**src/rtl/pulse_stretch_variable_width_if.sv**
```systemverilog
// Bus bundle for pulse_stretch_variable_width.
//
// Purpose: groups the trigger/control inputs and the stretched-level outputs
// of the pulse stretcher so a producer and the stretcher share one port.
//
// Signals:
//   ld_en        state-update enable (0 freezes counters and flags)
//   Pulse_In     per-channel trigger pulses
//   Stretch_Len  stretch length in cycles, shared by all channels
//   Level_Out    per-channel stretched level
//   Done_d       per-channel "final high cycle of a stretch that ends here"
//   Drop_Flag    per-channel sticky "a pulse was ignored" flag
//   Busy         OR of Level_Out
//
// Handshake: there is no valid/ready pair. ld_en acts as a qualifier: inputs
// are consumed on every rising clk where ld_en=1 and are ignored otherwise.
//
// Modports:
//   master  drives ld_en/Pulse_In/Stretch_Len, observes the outputs
//   slave   the stretcher itself
interface pulse_stretch_variable_width_if #(
    parameter int Width       = 1,
    parameter int Count_Width = 8
);
    logic                   ld_en;
    logic [Width-1:0]       Pulse_In;
    logic [Count_Width-1:0] Stretch_Len;
    logic [Width-1:0]       Level_Out;
    logic [Width-1:0]       Done_d;
    logic [Width-1:0]       Drop_Flag;
    logic                   Busy;

    modport master (
        output ld_en, Pulse_In, Stretch_Len,
        input  Level_Out, Done_d, Drop_Flag, Busy
    );

    modport slave (
        input  ld_en, Pulse_In, Stretch_Len,
        output Level_Out, Done_d, Drop_Flag, Busy
    );
endinterface

```
**src/rtl/pulse_stretch_variable_width.sv**
```systemverilog
// pulse_stretch_variable_width
//
// Purpose: per-bit pulse-to-level converter. A one-cycle pulse on
// Pulse_In[i] holds Level_Out[i] high for Stretch_Len cycles, starting the
// cycle after the pulse is sampled.
//
// Ports:
//   clk   rising-edge clock
//   sres  synchronous active-high reset, overrides everything
//   bus   pulse_stretch_variable_width_if.slave (see interface header)
//
// Parameters:
//   Width        number of independent channels
//   Count_Width  width of Stretch_Len and of each channel's down-counter
//   Retrigger    1: a pulse during a stretch reloads the counter
//                0: such a pulse is dropped (sets Drop_Flag) unless the
//                   channel is in its last high cycle
//
// Per-channel state is just a down-counter plus the sticky drop flag;
// Level_Out and Busy decode from registers only.
module pulse_stretch_variable_width #(
    parameter int Width       = 1,
    parameter int Count_Width = 8,
    parameter int Retrigger   = 1
) (
    input logic clk,
    input logic sres,
    pulse_stretch_variable_width_if.slave bus
);

    localparam logic [Count_Width-1:0] CNT_ZERO = '0;
    localparam logic [Count_Width-1:0] CNT_ONE  = Count_Width'(1);
    localparam logic                   RETRIG   = (Retrigger != 0);

    logic [Width-1:0][Count_Width-1:0] cnt;
    logic [Width-1:0]                  drop_flag;

    logic [Width-1:0] load;
    logic [Width-1:0] drop;
    logic [Width-1:0] level;
    logic [Width-1:0] done;

    // Load/drop decisions. Without retrigger a load is still allowed when
    // cnt==1 so back-to-back stretches join without a gap.
    always_comb begin
        load  = '0;
        drop  = '0;
        level = '0;
        done  = '0;
        for (int i = 0; i < Width; i++) begin
            level[i] = (cnt[i] != CNT_ZERO);
            load[i]  = bus.ld_en & bus.Pulse_In[i] & (RETRIG | (cnt[i] <= CNT_ONE));
            drop[i]  = bus.ld_en & bus.Pulse_In[i] & ~RETRIG & (cnt[i] > CNT_ONE);
            done[i]  = bus.ld_en & ~sres & (cnt[i] == CNT_ONE) & ~load[i];
        end
    end

    always_ff @(posedge clk) begin
        if (sres) begin
            cnt       <= '0;
            drop_flag <= '0;
        end else if (bus.ld_en) begin
            for (int i = 0; i < Width; i++) begin
                if (load[i]) begin
                    // Stretch_Len=0 loads zero, which also cancels a
                    // running stretch when retriggering.
                    cnt[i] <= bus.Stretch_Len;
                end else if (cnt[i] != CNT_ZERO) begin
                    cnt[i] <= cnt[i] - CNT_ONE;
                end
                if (drop[i]) begin
                    drop_flag[i] <= 1'b1;
                end
            end
        end
    end

    assign bus.Level_Out = level;
    assign bus.Done_d    = done;
    assign bus.Drop_Flag = drop_flag;
    assign bus.Busy      = |level;

endmodule
```
**src/flat_wrapper.sv**
```systemverilog
// flat-port wrapper written by rule: the top's interface ports become plain ports
module pulse_stretch_variable_width_flat 
#(
    parameter int Width       = 1,
    parameter int Count_Width = 8,
    parameter int Retrigger   = 1
)
  (clk, sres, bus_ld_en, bus_Pulse_In, bus_Stretch_Len, bus_Level_Out, bus_Done_d, bus_Drop_Flag, bus_Busy);
  pulse_stretch_variable_width_if #(.Width(Width), .Count_Width(Count_Width)) bus_i ();
  input logic clk;
  input logic sres;
  input wire logic [$bits(bus_i.ld_en)-1:0] bus_ld_en;
  input wire logic [$bits(bus_i.Pulse_In)-1:0] bus_Pulse_In;
  input wire logic [$bits(bus_i.Stretch_Len)-1:0] bus_Stretch_Len;
  output wire logic [$bits(bus_i.Level_Out)-1:0] bus_Level_Out;
  output wire logic [$bits(bus_i.Done_d)-1:0] bus_Done_d;
  output wire logic [$bits(bus_i.Drop_Flag)-1:0] bus_Drop_Flag;
  output wire logic [$bits(bus_i.Busy)-1:0] bus_Busy;
  assign bus_i.ld_en = bus_ld_en;
  assign bus_i.Pulse_In = bus_Pulse_In;
  assign bus_i.Stretch_Len = bus_Stretch_Len;
  assign bus_Level_Out = bus_i.Level_Out;
  assign bus_Done_d = bus_i.Done_d;
  assign bus_Drop_Flag = bus_i.Drop_Flag;
  assign bus_Busy = bus_i.Busy;
  pulse_stretch_variable_width #(.Width(Width), .Count_Width(Count_Width), .Retrigger(Retrigger)) u_core (.clk(clk), .sres(sres), .bus(bus_i));
endmodule
```
**config.mk**
```make
export PLATFORM = sky130hd
export DESIGN_NAME = pulse_stretch_variable_width_flat
export DESIGN_NICKNAME = d
export VERILOG_FILES = /design/src/rtl/pulse_stretch_variable_width_if.sv /design/src/rtl/pulse_stretch_variable_width.sv /design/src/flat_wrapper.sv
export SDC_FILE = /design/constraint.sdc
export NUM_CORES = 1
export LEC_CHECK = 0
export CORE_UTILIZATION = 46
export DETAILED_ROUTE_END_ITERATION = 12
export PLACE_DENSITY = 0.76
export SETUP_SLACK_MARGIN = 0.15
export SYNTH_ARGS = -nofsm -noshare
export SYNTH_HDL_FRONTEND = slang
export SYNTH_SLANG_ARGS = --single-unit
export TNS_END_PERCENT = 50
```
**constraint.sdc**
```tcl
create_clock -name clk -period 2 [get_ports clk]
set_input_delay 0.6 -clock clk [delete_from_list [all_inputs] [get_ports clk]]
set_output_delay 0.6 -clock clk [all_outputs]
set_load 0.1 [all_outputs]
```
======== Yosys cells after proc, flatten, opt, wreduce, memory -nomap -nowiden ========
Index checks and enable logic that the tools add are counted.
cells by class
  $add $sub $neg .......................... 1
  equality and inequality tests ........... 1
  reductions and logical operators ........ 3
  bitwise logic cells ..................... 6
  mux-type cells .......................... 2
operators by type and width
  kind                                                                 count
  8-bit 2-to-1 mux                                                     2
  8-bit by 1-bit == test with 1-bit output (second input constant)     1
  8-bit nonzero test                                                   1
  8-bit by 1-bit subtractor with 8-bit output (second input constant)  1
  1-bit AND                                                            4
  1-bit NOT                                                            2
  2-bit AND reduction                                                  1
  2-bit nonzero test                                                   1
storage, ports and cells
  bits in registers ....................... 8
  input bits .............................. 12

======== Depth between registers and ports, before layout ========
  word-level depth ........................ 4
  depth in mapped cells ................... 7

======== Worst setup path after synthesis ========
Ideal clock, no wire load.
  path kind ............................... reg2out
  start point ............................. reg u_core.cnt[5] in the netlist's numbering
  end point ............................... out bus_Done_d
  data arrival time ....................... 3.259 ns
  path slack .............................. -1.859 ns
  required time ........................... 1.400 ns
  path buffers ............................ 0
  cell stages (with the launch flop) ...... 4
  cell sequence ........................... dfxtp_1 nor4_1 nand4b_1 nor3b_1
between the ends
  cells in the longest elaborated chain, start to end .. 3
ends and longest elaborated chain
  element                                   RTL line                            text
  start, declared                           pulse_stretch_variable_width.sv:35  logic [Width-1:0][Count_Width-1:0] cnt;
  start signal, assigned by index           pulse_stretch_variable_width.sv:67  cnt[i] <= bus.Stretch_Len;
  start signal, assigned by index           pulse_stretch_variable_width.sv:69  cnt[i] <= cnt[i] - CNT_ONE;
  8-bit by 1-bit == test with 1-bit output  pulse_stretch_variable_width.sv:54  done[i] = bus.ld_en & ~sres & (cnt[i] == CNT_ONE) & ~load[i];
  1-bit AND (2 in a row)                    pulse_stretch_variable_width.sv:54
  end, declared                             flat_wrapper.sv:16                  output wire logic [$bits(bus_i.Done_d)-1:0] bus_Done_d;
Every way passes these cells.

======== Final worst setup path ========
Ends and elaborated chain as after synthesis.

==> flow_results.org <==
** Die
- IO Count :: 16
- The floorplan step set the die width to 38.9 um.
- From bottom edge to top edge, the die measures 38.9 um.
- The initial utilization of the core area, before any placement, comes to 52.7%.
- Number of core rows :: 12
- Die Area :: 0.00151 mm2
- Total core area :: 0.00119 mm2

** Worst setup path
- STA puts the critical path data required time at 1.40 ns.
- Cells traversed along the worst timing path :: nor4_4 > nand4b_1 > nor3b_4 > buf_12
- For this run, the slowest stage of the critical path takes 0.34 ns.
- The critical path starts at u_core.cnt[5].
- Counting both buffers and inverters, the worst setup path holds a total of 1.
- Signal arrival time at the worst endpoint :: 1.54 ns
- Largest delay share family, worst path :: simple AND/OR/NAND/NOR gates
- STA classifies the critical path endpoint as an output port.
- In this run the worst setup path terminates at bus_Done_d.
- Startpoint of the lowest-slack register-to-register path :: u_core.cnt[0]
- In this run the register-to-register setup slack is 0.18 ns.
- Worst-case reg-to-reg path depth :: 7
- The critical path crosses 4 cells after its start point.
- Worst r2r dst :: u_core.cnt[0]
- CP Class :: register to output port
- Startpoint type of the worst setup path :: register
- Crit-path max FO :: 2
- Slowest CP cell :: sky130_fd_sc_hd__dfxtp_2

** Flow run
- Maximum capacitance violations :: 0

** Clocking
- In this run the number of H-tree levels came out at 1.
- Clock sink count :: 8
- Clock latency on the worst-skew pair :: 0.27 ns
- Counting the buffers created by CTS gives 3.
- Number of buffers on the longest clock path :: 2
- CTS tree :: done
- CTS clock-pin slew for the worst setup and hold paths :: 0.06 ns
- Buffer cell driving the clock tree root :: sky130_fd_sc_hd__clkbuf_4
- Number of hold buffers added after cts :: 0

** Global routing
- First-pass GRT wire length :: 3080 um
- Largest net degree at the start of global routing :: 10
- Global routing used 30.3% of the available tracks across all layers.
- The number of global-route vias before repair came to 681.
- For this run the aggregate overflow at the end of global routing stands at 0.
- Number of antenna violations at the first check in global routing :: 0
- Busiest layer in global routing :: met2
- Global routing consumed, on the met2 layer, 53.8% of the routing resources.
- Fraction of met3 tracks used by global routing :: 5.20%
- For this run, global-route usage on met1 was measured as 37.2%.

** Outcome
- Result of the run :: complete, but fails checks
- The checks that failed: setup timing.

** Logic synthesis
- Complex-gate fraction of the synthesized area :: 28.6%
- In this run the mean area of a mapped cell was 8.23 um2.
- In the synthesized netlist the dominant register cell turns out to be sky130_fd_sc_hd__dfxtp_1.
- Counting flops with a built-in enable in the synthesized netlist gives 0.
- After Yosys synthesis, and, or, nand and nor cells account for 30.4% of the synthesized area.
- The mapped netlist covers 626 um2.
- Number of nets in the synthesized netlist :: 91
- Largest family of logic cells by synthesized area :: simple AND/OR/NAND/NOR gates
- Counting distinct cell types in the post-synthesis netlist gives 36.
- After Yosys synthesis, full adders, half adders and majority gates account for 6.00% of the synthesized area.
- The portion of synthesized area spent on multiplexers is 0%.
- Gate count after technology mapping :: 76
- Sequential elements use 25.6% of the synthesized area.
- Xor/xnor cell area share of the yosys netlist :: 0%
- Number of synthesized register bits :: 8
- Of all flip-flops after synthesis, the portion carrying an async set or reset was 0%.
- Yosys printed 0 warnings.

** Finish
- The library cell used most frequently in the layout, excluding fill and tap cells, is sky130_fd_sc_hd__buf_4.
- Registers with the most flip-flops :: u_core.cnt x8
- Final Instance Area :: 995 um2
- At the end of the flow, the number of nets in the layout was 122.
- Fill cell instance count of the final layout :: 67
- After the flow finishes, the layout carries non-filler instances totaling 119.
- Ant. Diodes :: 0
- Syn-to-layout area delta :: 59.0%
- Of the cells placed in the final design, the portion with a size suffix greater than 1 is 41.9%.
- Number of flip-flops under the largest register name :: 8
- More flip-flops sit in one register than any other, and that register is u_core.cnt.
- Most frequent cells in the layout :: sky130_fd_sc_hd__buf_4, sky130_fd_sc_hd__clkdlybuf4s50_1, sky130_fd_sc_hd__nor2_1, sky130_fd_sc_hd__a21oi_1

** Timing
- After layout, the worst setup slack is -0.140 ns.
- Clock tree skew after final layout :: 0.00818 ns
- The tightest hold path in the finished design has a slack of 0.527 ns.
- The total count of max-transition violations in the final report is 0.
- Final-report setup violation count :: 1
- Summed negative setup slack over all endpoints :: -0.140 ns
- Period utilisation layout :: 107%
- Final hold violations :: 0
- Based on the critical path, the design can be clocked at up to 467 MHz.
- Unrepaired setup endpoints after global routing :: true
- Minimum clock period after layout :: 2.14 ns

** Place
- # port buffers :: 14
- GPL Wtd Cong :: 0.843
- Half-perimeter wire length of the detailed placement result :: 1230 um
- Placed cells :: 111
- In this run the cell area measured after placement is 902 um2.

** Drt
- Routed len/inst :: 16.4 um
- The pre-antenna-repair detailed-routing pass consisted of 4 iterations.
- Initial DRC Count :: 22
- The routed design has 1950 um of wire.
- In the routed design, unresolved DRC markers number 0.
- After detailed routing, the number of vias per cell comes to 6.01.
- The routed layout has 715 vias.
- Antenna viol nets, final :: 0

** Power
- Power consumption :: 0.000836 W
- Leakage component of the power :: 0.402 nW
- Total power divided by cell area :: 840 mW/mm2
- Worst-case vdd ir drop :: 491 uV

** Min path
- HP Class :: register to register
==> through the flow <==
step | worst slack, ns | util, %
floorplan | -0.410 | -
global placement | -0.301 | 76.1
detailed placement | -0.318 | 76.1
CTS | -0.147 | 82.6
global route | -0.199 | 83.9
finish | -0.140 | 83.9
==> layer usage <==
| layer | wire length (um) | up-vias |
|---|---|---|
| met5 | 0 | - |
| met4 | 17 | 0 |
| met3 | 100 | 2 |
| met2 | 971 | 37 |
| met1 | 861 | 336 |
| li1 | - | 340 |
==> area by class of cell <==
type                    count  area [um2]  area share [%]
flip-flops and latches      8         166            16.7
well taps                  14        17.5            1.76
clock buffers               3        22.5            2.26
inverters                   4        15.0            1.51
multi-input cells          58         463            46.5
repair buffers             32         310            31.2
==> tightest hold or removal path, delay by kind of cell (launching register included) <==
kind | cells | cell delay [ns]
DFF | 1 | 0.33
AOI/OAI and AO/OA | 2 | 0.15
==> timing repair <==
item | 4_1_cts | 5_1_grt
pin swaps | 3 | 3
endpoints found under the setup margin | 9 | 8
gates resized for setup | 11 | 5
cloned | 0 | 0
hold endpoints to repair | 0 | 0
setup buffers | 5 | 0
==> synth_stat cells (all sizes together) (2+ instances only) <==
cell	instances	area, um2
buf	5	36.3
and2	2	12.5
nor4	2	18.8
nand3b	2	15.0
nand3	2	10.0
a21o	3	26.3
nand2	5	18.8
nor3	4	20.0
or4	2	22.5
inv	4	15.0
dfxtp	8	160
o21ai	4	23.8
a21oi	6	30.0
nor2	7	26.3
ha	3	37.5
==> logic make-up after synthesis <==
kind of cell,after synthesis
compound gates,22
flops,8
simple gates,32
fa+ha+maj,3
other cells,1
buf+inv,10
==> where the power goes <==
part | internal, W | total [W] | leakage, nW | switching [W]
sequential | 0.000182 | 0.000209 | 0.0672 | 0.0000266
combinational | 0.000227 | 0.000495 | 0.321 | 0.000267
clock | 0.0000692 | 0.000132 | 0.0138 | 0.0000631
total | 0.000479 | 0.000836 | 0.402 | 0.000357
==> worst min-delay path by stage <==
stage	start	endpoint	slack, ns	cells after the start
floorplan	u_core.cnt[1]	u_core.cnt[1]	0.46	2
global placement	u_core.cnt[1]	u_core.cnt[1]	0.48	2
detailed placement	u_core.cnt[1]	u_core.cnt[1]	0.50	2
CTS	u_core.cnt[3]	u_core.cnt[3]	0.52	2
global route	u_core.cnt[3]	u_core.cnt[3]	0.54	2
finish	u_core.cnt[3]	u_core.cnt[3]	0.53	2
No activity file was read; power rests on OpenSTA's default activity.
